<file path="config.mk">
export PLATFORM = sky130hd
export DESIGN_NAME = wb_arbiter
export DESIGN_NICKNAME = d
export VERILOG_FILES = /design/src/rtl/wb_arbiter_pkg.sv /design/src/rtl/wb_fifo.sv /design/src/rtl/wb_arbiter.sv
export SDC_FILE = /design/constraint.sdc
export NUM_CORES = 1
export LEC_CHECK = 0
export ABC_AREA = 1
export BUFFER_PORTS_ARGS = -buffer_cell sky130_fd_sc_hd__buf_2
export CAP_MARGIN = 20
export CORE_ASPECT_RATIO = 0.75
export CORE_MARGIN = 1
export CORE_UTILIZATION = 60
export DETAILED_ROUTE_END_ITERATION = 7
export PLACE_DENSITY = 0.92
export SLEW_MARGIN = 0
export SYNTH_ARGS = -nofsm -noshare
export SYNTH_HDL_FRONTEND = slang
export SYNTH_HIERARCHICAL = 1
export SYNTH_SLANG_ARGS = --single-unit
</file>
<file path="constraint.sdc">
create_clock -name clk_in -period 4.5 [get_ports clk_in]
set_clock_uncertainty 0.05 [all_clocks]
set_input_delay 0.225 -clock clk_in [delete_from_list [all_inputs] [get_ports clk_in]]
set_output_delay 0.225 -clock clk_in [all_outputs]
set_load 0.03 [all_outputs]
</file>
<file path="src/rtl/wb_arbiter_pkg.sv">
`default_nettype none
// ============================================================================
// Module   : wb_arbiter_pkg
// Brief    : Shared widths, requester indices and null-tag value for the
//            writeback arbiter.
// Revision : 1.0 - initial release
// ============================================================================
package wb_arbiter_pkg;

  localparam int c_NUM_REQ   = 3;
  localparam int c_TAG_W     = 4;
  localparam int c_DATA_W    = 32;
  localparam int c_BUF_DEPTH = 2;

  localparam int c_WB_SRC_RS  = 0;
  localparam int c_WB_SRC_LSB = 1;
  localparam int c_WB_SRC_BR  = 2;

  // ROB tag 0 means "no instruction"
  localparam int c_NULL_TAG = 0;

endpackage : wb_arbiter_pkg
`default_nettype wire

</file>
<file path="src/rtl/wb_fifo.sv">
`default_nettype none
// ============================================================================
// Module   : wb_fifo
// Brief    : Per-requester result FIFO with enable-gated push/pop and flush.
// Revision : 1.0 - initial release
// ============================================================================
module wb_fifo #(
  parameter int TAG_W  = 4,
  parameter int DATA_W = 32,
  parameter int DEPTH  = 2
) (
  input  logic                     clk,
  input  logic                     rst,
  input  logic                     i_en,
  input  logic                     i_flush,
  input  logic                     i_push,
  input  logic [TAG_W-1:0]         i_push_tag,
  input  logic [DATA_W-1:0]        i_push_val,
  input  logic                     i_pop,
  output logic [$clog2(DEPTH):0]   o_count,
  output logic [TAG_W-1:0]         o_head_tag,
  output logic [DATA_W-1:0]        o_head_val
);

  localparam int PTR_W = $clog2(DEPTH);
  localparam logic [PTR_W:0]   c_DEPTH   = (PTR_W+1)'(DEPTH);
  localparam logic [PTR_W:0]   c_CNT_ONE = (PTR_W+1)'(1);
  localparam logic [PTR_W-1:0] c_PTR_ONE = PTR_W'(1);

  logic [TAG_W-1:0]  r_tag [DEPTH];
  logic [DATA_W-1:0] r_val [DEPTH];
  logic [PTR_W-1:0]  r_rd_ptr;
  logic [PTR_W-1:0]  r_wr_ptr;
  logic [PTR_W:0]    r_count;
  logic              w_do_push;
  logic              w_do_pop;

  assign w_do_push = i_push && (r_count < c_DEPTH);
  assign w_do_pop  = i_pop && (r_count != '0);

  always_ff @(posedge clk) begin
    if (rst) begin
      r_rd_ptr <= '0;
      r_wr_ptr <= '0;
      r_count  <= '0;
    end else if (i_en) begin
      if (i_flush) begin
        r_rd_ptr <= '0;
        r_wr_ptr <= '0;
        r_count  <= '0;
      end else begin
        if (w_do_push) r_wr_ptr <= r_wr_ptr + c_PTR_ONE;
        if (w_do_pop)  r_rd_ptr <= r_rd_ptr + c_PTR_ONE;
        case ({w_do_push, w_do_pop})
          2'b10:   r_count <= r_count + c_CNT_ONE;
          2'b01:   r_count <= r_count - c_CNT_ONE;
          default: r_count <= r_count;
        endcase
      end
    end
  end

  // Payload storage needs no reset: the count qualifies every read
  always_ff @(posedge clk) begin
    if (!rst && i_en && !i_flush && w_do_push) begin
      r_tag[r_wr_ptr] <= i_push_tag;
      r_val[r_wr_ptr] <= i_push_val;
    end
  end

  assign o_count    = r_count;
  assign o_head_tag = r_tag[r_rd_ptr];
  assign o_head_val = r_val[r_rd_ptr];

endmodule : wb_fifo
`default_nettype wire

</file>
<file path="src/rtl/wb_arbiter.sv">
`default_nettype none
// ============================================================================
// Module   : wb_arbiter
// Brief    : Buffers results from execution units and round-robin drains one
//            per cycle into the ROB submit port; flushes on mispredict.
// Revision : 1.0 - initial release
// ============================================================================
module wb_arbiter
  import wb_arbiter_pkg::*;
#(
  parameter int NUM_REQ   = c_NUM_REQ,
  parameter int TAG_W     = c_TAG_W,
  parameter int DATA_W    = c_DATA_W,
  parameter int BUF_DEPTH = c_BUF_DEPTH
) (
  input  logic                      clk_in,
  input  logic                      rst_in,
  input  logic                      rdy_in,
  input  logic                      predict_fail,
  input  logic [NUM_REQ-1:0]        req_valid,
  input  logic [NUM_REQ*TAG_W-1:0]  req_tag,
  input  logic [NUM_REQ*DATA_W-1:0] req_val,
  output logic [NUM_REQ-1:0]        req_ready,
  output logic                      wb_valid,
  output logic [TAG_W-1:0]          wb_tag,
  output logic [DATA_W-1:0]         wb_val,
  output logic [1:0]                wb_src,
  input  logic                      wb_ready
);

  localparam int CNT_W = $clog2(BUF_DEPTH) + 1;
  localparam logic [CNT_W-1:0] c_DEPTH    = CNT_W'(BUF_DEPTH);
  localparam logic [TAG_W-1:0] c_NULL     = TAG_W'(c_NULL_TAG);
  localparam logic [1:0]       c_LAST_REQ = 2'(NUM_REQ - 1);

  logic [CNT_W-1:0]  w_count    [NUM_REQ];
  logic [TAG_W-1:0]  w_head_tag [NUM_REQ];
  logic [DATA_W-1:0] w_head_val [NUM_REQ];
  logic [NUM_REQ-1:0] w_push;
  logic [NUM_REQ-1:0] w_pop_sel;
  logic [NUM_REQ-1:0] w_cand;
  logic [1:0]         r_rr_ptr;
  logic [1:0]         w_grant;
  logic               w_any;
  logic               w_pop;

  generate
    for (genvar i = 0; i < NUM_REQ; i++) begin : g_req
      // Registered count only: a same-cycle pop does not open a slot
      assign req_ready[i] = rdy_in && !rst_in && !predict_fail && (w_count[i] < c_DEPTH);
      assign w_push[i]    = req_valid[i] && req_ready[i] &&
                            (req_tag[i*TAG_W +: TAG_W] != c_NULL);
      assign w_cand[i]    = (w_count[i] != '0);
      assign w_pop_sel[i] = w_pop && (w_grant == 2'(i));

      wb_fifo #(
        .TAG_W  (TAG_W),
        .DATA_W (DATA_W),
        .DEPTH  (BUF_DEPTH)
      ) u_fifo (
        .clk        (clk_in),
        .rst        (rst_in),
        .i_en       (rdy_in),
        .i_flush    (predict_fail),
        .i_push     (w_push[i]),
        .i_push_tag (req_tag[i*TAG_W +: TAG_W]),
        .i_push_val (req_val[i*DATA_W +: DATA_W]),
        .i_pop      (w_pop_sel[i]),
        .o_count    (w_count[i]),
        .o_head_tag (w_head_tag[i]),
        .o_head_val (w_head_val[i])
      );
    end
  endgenerate

  // Scan in reverse so the last hit written is the first in rr order
  always_comb begin : p_grant
    logic [1:0] idx;
    idx     = '0;
    w_grant = '0;
    w_any   = 1'b0;
    for (int k = NUM_REQ - 1; k >= 0; k--) begin
      idx = 2'((int'(r_rr_ptr) + k) % NUM_REQ);
      if (w_cand[idx]) begin
        w_grant = idx;
        w_any   = 1'b1;
      end
    end
  end

  assign wb_valid = rdy_in && !predict_fail && w_any;
  assign wb_tag   = wb_valid ? w_head_tag[w_grant] : '0;
  assign wb_val   = wb_valid ? w_head_val[w_grant] : '0;
  assign wb_src   = wb_valid ? w_grant : '0;
  assign w_pop    = wb_valid && wb_ready;

  always_ff @(posedge clk_in) begin
    if (rst_in) begin
      r_rr_ptr <= '0;
    end else if (rdy_in) begin
      if (predict_fail) begin
        r_rr_ptr <= '0;
      end else if (w_pop) begin
        r_rr_ptr <= (w_grant == c_LAST_REQ) ? 2'd0 : w_grant + 2'd1;
      end
    end
  end

endmodule : wb_arbiter
`default_nettype wire

</file>
==> out/qor.log, run 1 <==
qor: outcome.status completed
qor: yosys.ff_latch_count_synth 233
qor: layout.finish.net_count 1216
qor: drt.dr.first_iter.drc_count 923
qor: timing.setup_viol 0
qor: cts.cts_root_buffer clkbuf_16
qor: grt.grt_pass1_vias 7093
qor: worst_setup_path.timing.critical_path.arrival 3.46 ns
qor: cts.clock_insertion_delay_worst_skew 0.50 ns
qor: drt.number_of_nets_with_antenna_violations_after_routing 0
qor: cts.htreeDepth 1
qor: timing.final.min_clock_period 3.73 ns
qor: yosys.main_combinational_cell_family_by_area_after_synthesis simple AND/OR/NAND/NOR gates
qor: yosys.synth_xor_area_share 0.249%
qor: pwr.irDropWorstVdd 0.290 mV
qor: grt.remaining_overflow_grt 0
qor: drt.first_pass_iters 5
qor: yosys.synthSimpleGateAreaFrac 14.1%
qor: placement.post-dp-hpwl 16.3 mm
qor: worst_setup_path.critPathKind reg -> out
qor: die.fp-row-count 41
qor: die.chipWidth 155 microns
qor: layout.nFillCells 954
qor: grt.maximum_number_of_pins_on_one_net_before_global_route_repair 40
qor: timing.setup_tns 0 ns
qor: yosys.number_of_distinct_library_cells_after_synthesis 30
qor: yosys.synthesis.area 10600 sq um
qor: die.die_h 117 microns
qor: yosys.synth.yosys.warnings 6
qor: drt.via_per_inst 5.55
qor: grt.antenna_found_initial 1
qor: worst_setup_path.startpoint_type flop
qor: cts.clk_pin_slew 0.06 ns
qor: timing.rsz0062_at_grt no
qor: timing.maximum_clock_rate 268 MHz
qor: layout.share_of_post_route_cells_with_drive_strength_above_1 37.4%
qor: grt.grt_pass1_wl 38.6 mm
qor: yosys.synth_area_in_compound_gates 3.05%
qor: yosys.synth_nets 946
qor: cts.clock_tree.buffer_depth 3
qor: grt.busiest_layer_in_global_routing met2
qor: drt.route.detailed.wl_per_inst 19.2 microns
qor: worst_setup_path.crit_path_end_kind output port
qor: timing.worst_slack 0.768 ns
qor: cts.postCtsSetupBuffers 0
qor: run.maxCapViolations 0
qor: yosys.yosys.area_share.adder 0.355%
qor: pwr.power.static_leakage 5.37 nW
qor: grt.use_met1 40.9%
qor: grt.gr-usage-met2 43.0%
qor: yosys.synth.avg_cell_area 12.8 sq um
qor: placement.pre_cts_slack 1.37 ns
qor: placement.globalplace.congestion 0.910
qor: yosys.post_synth_mux_area_share 11.5%
qor: worst_setup_path.critical_path_required 4.22 ns
qor: yosys.ys_seq_area_share 64.7%
qor: timing.slew_violations 0
qor: drt.detail_route.drc_violations 0
qor: placement.buffer_ports.inserted 157
qor: timing.finalHoldViolations 0
qor: timing.timing.final.crit_share 82.9%
qor: layout.layout_common_cells edfxtp_1, buf_2, nand2_1
qor: layout.antennaDiodeCount 0
qor: placement.place_inst 1199
qor: timing.worst-slew-pin-transition 1.03 ns
qor: layout.layout_commonest_cell edfxtp_1
qor: cts.cts_buffers 23
qor: die.floorplan.initialDensity 62.0%
qor: layout.layout-area-overhead-vs-synth 26.2%
qor: min_path.min-delay-path-class in -> reg
qor: grt.grt_met3_use 7.25%
qor: timing.max-slew-margin-rel 31.1%
qor: grt.grt_usage 28.4%
qor: yosys.postSynthCellCount 827
qor: layout.final_cells 1349
qor: die.die_area 18100 sq um
qor: die.floorplan.io_pins 158
qor: cts.clock_sinks 233
qor: die.placeableCoreArea 17000 sq um
qor: drt.route.vias.total 7491
qor: worst_setup_path.critical_path.max_fanout 37
qor: drt.totalWireLength 25.9 mm
qor: cts.tritoncts built
qor: pwr.power-per-cell-area 345 nW/um^2
[what timing repair did]
action | in CTS | in global routing
resized for setup | 0 | 0
hold buffers | 109 | 0
hold endpoints to repair | 217 | 0
[cell type report]
class / count / area, sq um / area share [%]
Multi-Input combinational cell: 457 / 3130 / 23.5
Tap cell: 236 / 295 / 2.22
Clock inverter: 11 / 81.3 / 0.610
Sequential cell: 233 / 6830 / 51.2
Inverter: 104 / 390 / 2.93
Clock buffer: 30 / 632 / 4.74
Timing Repair Buffer: 278 / 1970 / 14.8
[metrics by stage]
step	power, W	instance area (sq um)	util, %	hold slack (ns)
3_5_place_dp	0.00273	11500	67.6	0.367
6_report	0.00460	13300	78.2	0.0478
5_1_grt	0.00473	13300	78.2	0.0355
3_3_place_gp	0.00272	11500	67.6	0.362
4_1_cts	0.00460	13300	78.2	0.0242
2_1_floorplan	0.00261	10600	-	0.244
[critical path, cell delays in order, from the launching register on]
cell and delay [ns]:
dfxtp_1 0.36, inv_1 0.07, ha_1 0.38, inv_1 0.10
nand2_1 0.08, nand3_1 0.12, nand3_2 0.12, nand3_4 0.35
nand2_2 0.53, buf_4 0.37, nand2_2 0.09, nand3_2 0.08
a21oi_2 0.06, buf_2 0.22
[where the power goes]
part	internal (W)	switching, W	total, W	leakage (nW)
registers	0.00237	0.00000498	0.00237	2.08
logic	0.000162	0.000243	0.000406	2.93
clock network	0.00105	0.000773	0.00182	0.359
[cells by family (layout without fill, tap and decap cells)]
group | count (synthesis) | in the layout
xor gates and xnor gates | 3 | 3
buffers and inverters | 137 | 423
and+or+nand+nor | 296 | 296
AOI/OAI and AO/OA | 47 | 47
adders and majority gates | 3 | 3
DFF | 233 | 233
muxes | 108 | 108
[cells in the mapped netlist]
cell type    n  area [sq um]
a21oi_1     22           110
a21oi_2     20           175
a31o_2       3          26.3
buf_1        2          7.51
buf_2       11          55.1
buf_4        4          30.0
buf_6       13           146
clkbuf_1     3          11.3
dfxtp_1     17           340
edfxtp_1   216          6490
ha_1         3          37.5
inv_1       94           353
inv_2       10          37.5
mux2_2     108          1220
nand2_1    111           417
nand2_2     35           219
nand2_4      1          11.3
nand3_1     67           335
nand3_2     24           240
nand3_4      1          17.5
nand4_1      1          6.26
nor2_1      45           169
nor2_2       4          25.0
nor2_4       1          11.3
nor3_1       2          10.0
nor3_2       1          10.0
nor4_1       3          18.8
o21ai_0      1          5.00
o21ai_1      1          5.00
xor2_1       3          26.3
[state kept, by name, summed over array words and instances (netlist names), named ones only]
signal	count
g_req.u_fifo/r_rd_ptr	3
g_req.u_fifo/r_val	192
g_req.u_fifo/r_tag	24
g_req.u_fifo/o_count	6
g_req.u_fifo/r_wr_ptr	3
r_rr_ptr	2
[final timing paths]
check                      startpoint  cells after the start  slack [ns]                    endpoint
max                       r_rr_ptr[0]                     13        0.77                  wb_val[12]
max reg2reg               r_rr_ptr[0]                     16        1.18  g_req[0].u_fifo/o_count[1]
min reg2reg  g_req[1].u_fifo/r_rd_ptr                      2        0.49    g_req[1].u_fifo/r_rd_ptr
min                            rst_in                      2        0.05  g_req[2].u_fifo/o_count[1]
[per-layer routing]
metal  part of all wire (%)  vias to the layer above
met5                  0.050                        -
met4                    2.9                        2
met3                     11                       74
met2                     44                      462
met1                     42                     3538
li1                       -                     3415
Power figures use the tool's default switching activity.
==> run 2, diff against run 1 <==
- ABC_AREA: 1 -> 0
- CORE_UTILIZATION: 60 -> 51
- PLACE_DENSITY: 0.92 -> 0.85
- clock period: 4.5 -> 3.15 ns (I/O delays scaled with it)
==> run 2 against run 1 <==
  * Critical path depth decreased by 3
  * Cell count down 12%
  * First-iteration DRC count decreased by 33%
  * Via count is 10% lower
  * Sequential power up 43%
  * Hold slack better by 0.010 ns
  * Sequential cell count unchanged
  * Setup slack got worse by 0.70 ns
  * Clock power increased by 41%
  * Area after synthesis is 4.4% lower
  * Combinational power decreased by 18%
  * Largest cell class unchanged
==> out/qor.log, run 2 <==
qor: layout.largest_register g_req.u_fifo/r_val
qor: layout.finish.net_count 1035
qor: worst_setup_path.critPathKind reg -> out
qor: layout.layout.core_utilization 69.7%
qor: worst_setup_path.crit_path_cell_trace inv_2, ha_4, or3b_4, a211oi_4, o32ai_4, buf_4, buf_12, mux2i_1, a211oi_1, buf_4
qor: layout.layout_common_cells edfxtp_1, buf_2, mux2_2, dlygate4sd3_1, buf_4
qor: timing.setup_tns 0 ns
qor: timing.maximum_clock_rate 325 MHz
qor: drt.first_pass_iters 5
qor: die.chipWidth 164 microns
qor: grt.remaining_overflow_grt 0
qor: placement.post-dp-hpwl 17.2 mm
qor: worst_setup_path.reg2regPathDepth 12
qor: drt.detail_route.drc_violations 0
qor: pwr.power-per-cell-area 466 nW/um^2
qor: drt.totalWireLength 25.7 mm
qor: grt.grt_usage 25.0%
qor: worst_setup_path.cp_top_family compound AO/OA/AOI/OAI gates
qor: worst_setup_path.cpPeakStageDelay 0.40 ns
qor: drt.via_per_inst 5.70
qor: cts.htreeDepth 1
qor: worst_setup_path.critical_path_cell_count 10
qor: worst_setup_path.critical_path_required 2.94 ns
qor: pwr.pwr-share-seq 53.8%
qor: layout.largest_register_ffs 192
qor: placement.buffer_ports.inserted 157
qor: yosys.synth.avg_cell_area 16.2 sq um
qor: pwr.power.internal 0.00502 W
qor: yosys.post-synth-top-count-cell edfxtp_1
qor: die.placeableCoreArea 19400 sq um
qor: grt.grt_pass1_vias 6565
qor: yosys.synthTopCellsByCount edfxtp_1, mux2_2, nor3_1, mux2i_1, a211oi_1
qor: cts.clock_insertion_delay_worst_skew 0.52 ns
qor: cts.cts_root_buffer clkbuf_16
qor: timing.timing.final.crit_share 97.8%
qor: layout.antennaDiodeCount 0
qor: pwr.power.switching_fraction 20.2%
qor: min_path.hold-path-cell-count 3
qor: layout.share_of_post_route_cells_with_drive_strength_above_1 42.0%
qor: die.floorplan.io_pins 158
qor: pwr.power.static_leakage 4.91 nW
qor: worst_setup_path.cp.buffers_inverters 4
qor: worst_setup_path.startpoint_type flop
qor: grt.maximum_number_of_pins_on_one_net_before_global_route_repair 38
qor: outcome.status completed
qor: pwr.part_of_the_total_power_dissipated_in_combinational_logic 5.3%
qor: grt.grt_pass1_wl 37.7 mm
qor: die.fp-row-count 44
qor: yosys.async_reset_ff_share 0%
qor: cts.clock_tree.buffer_depth 3
qor: drt.route.vias.total 6738
qor: cts.cts_buffers 23
qor: pwr.share_clk_of_total_power 40.9%
qor: cts.tritoncts built
qor: pwr.irDropWorstVdd 0.392 mV
qor: drt.route.detailed.wl_per_inst 21.7 microns
qor: die.die_h 124 microns
qor: yosys.ys_seq_area_share 67.7%
qor: yosys.number_of_distinct_library_cells_after_synthesis 54
qor: layout.layout_commonest_cell edfxtp_1
qor: yosys.ff_latch_count_synth 233
qor: worst_setup_path.timing.critical_path.arrival 2.87 ns
qor: yosys.yosysTopAreaCellShare 64.3%
qor: yosys.synthesis.area 10100 sq um
qor: placement.globalplace.congestion 0.928
qor: drt.dr.first_iter.drc_count 618
qor: cts.clock_sinks 233
qor: drt.number_of_nets_with_antenna_violations_after_routing 0
qor: worst_setup_path.critical_path.max_fanout 15
qor: timing.worst-slew-pin-transition 0.586 ns
qor: yosys.synth.yosys.warnings 6
qor: die.die_area 20400 sq um
qor: worst_setup_path.critical_path.most_common_cell buf_4
qor: yosys.synth_ff_type edfxtp_1
qor: timing.finalHoldViolations 0
qor: yosys.synth_area_leaders edfxtp_1, mux2_2, mux2i_1
qor: yosys.synth_enable_flop_cells 216
qor: pwr.power.switching 0.00127 W
qor: yosys.postSynthCellCount 624
qor: timing.setup_viol 0
qor: worst_setup_path.crit_path_end_kind output port
qor: timing.final.min_clock_period 3.08 ns
qor: run.maxCapViolations 0
qor: cts.clk_pin_slew 0.07 ns
qor: timing.slew_violations 0
qor: timing.max-slew-margin-rel 60.6%
qor: yosys.netlist.top_cell.by_area edfxtp_1
qor: die.floorplan.initialDensity 52.1%
qor: layout.layout-area-overhead-vs-synth 33.8%
qor: grt.antenna_found_initial 0
qor: min_path.min-delay-path-class in -> reg
qor: yosys.synth_nets 743
qor: worst_setup_path.crit_slowest_cell or3b_4
[run 2: metrics by stage]
| step | worst slack (ns) | hold slack (ns) | instance area, sq um | power [W] | std cells |
|---|---|---|---|---|---|
| after global placement | 0.114 | 0.296 | 11400 | 0.00365 | 1032 |
| final | 0.0698 | 0.0582 | 13500 | 0.00629 | 1182 |
| after CTS | 0.0330 | 0.0424 | 13300 | 0.00631 | 1180 |
| after global routing | -0.0104 | 0.0784 | 13500 | 0.00646 | 1182 |
| after floorplan | 0.0799 | 0.206 | 10200 | 0.00354 | 624 |
| after detailed placement | 0.00969 | 0.299 | 11400 | 0.00366 | 1032 |
[run 2: worst paths after layout]
kind / start / end / slack (ns)
worst max-delay path: r_rr_ptr[1] / wb_val[4] / 0.07
worst min register to register: g_req[0].u_fifo/r_rd_ptr / flop / 0.48
worst max register to register: r_rr_ptr[0] / flop / 0.39
worst min-delay path: rst_in / r_rr_ptr[0] / 0.06
[run 2: area by class of cell]
cell class,instances,area [sq um]
Sequential cell,233,6830
Fill cell,1272,5880
Multi-Input combinational cell,346,3320
Timing Repair Buffer,304,2310
Clock buffer,31,616
Tap cell,253,317
Clock inverter,7,75.1
Inverter,8,30.0
[run 2: cells by family after synthesis]
| logic type | count (synthesis) | synth area share, % |
|---|---|---|
| xor+xnor | 3 | 0.260 |
| mux | 147 | 15.9 |
| compound gates | 79 | 6.23 |
| buf+inv | 45 | 2.53 |
| flops | 233 | 67.7 |
| fa+ha+maj | 3 | 0.372 |
| simple gates | 114 | 7.03 |
[run 2: metal layers]
metal  vias up  wire, microns  GRT usage (%)
li1       3067              -              -
met1      3326          11700           37.7
met2       310          11200           36.9
met3        35           2380           5.86
met4         0            412           4.93
met5         -              0              0
[run 2: power groups by stage]
stage          clock (W)  combinational (W)  sequential (W)
6_report         0.00257           0.000334         0.00339
4_1_cts          0.00260           0.000324         0.00339
3_5_place_dp           0           0.000211         0.00345
5_1_grt          0.00273           0.000355         0.00338
3_3_place_gp           0           0.000200         0.00345
2_1_floorplan          0          0.0000832         0.00345
[run 2: worst min-delay path, cell delays in order]
cell and delay (ns):
buf_2 0.09, or3b_2 0.24, o32ai_1 0.11
[run 2: repair_timing]
action                                 4_1_cts  5_1_grt
gates resized for setup                     39       35
endpoints found under the hold margin      216        0
pin swaps                                    7        4
setup endpoints to repair                   38       37
hold buffers                               108        0
buffers inserted                             2        2
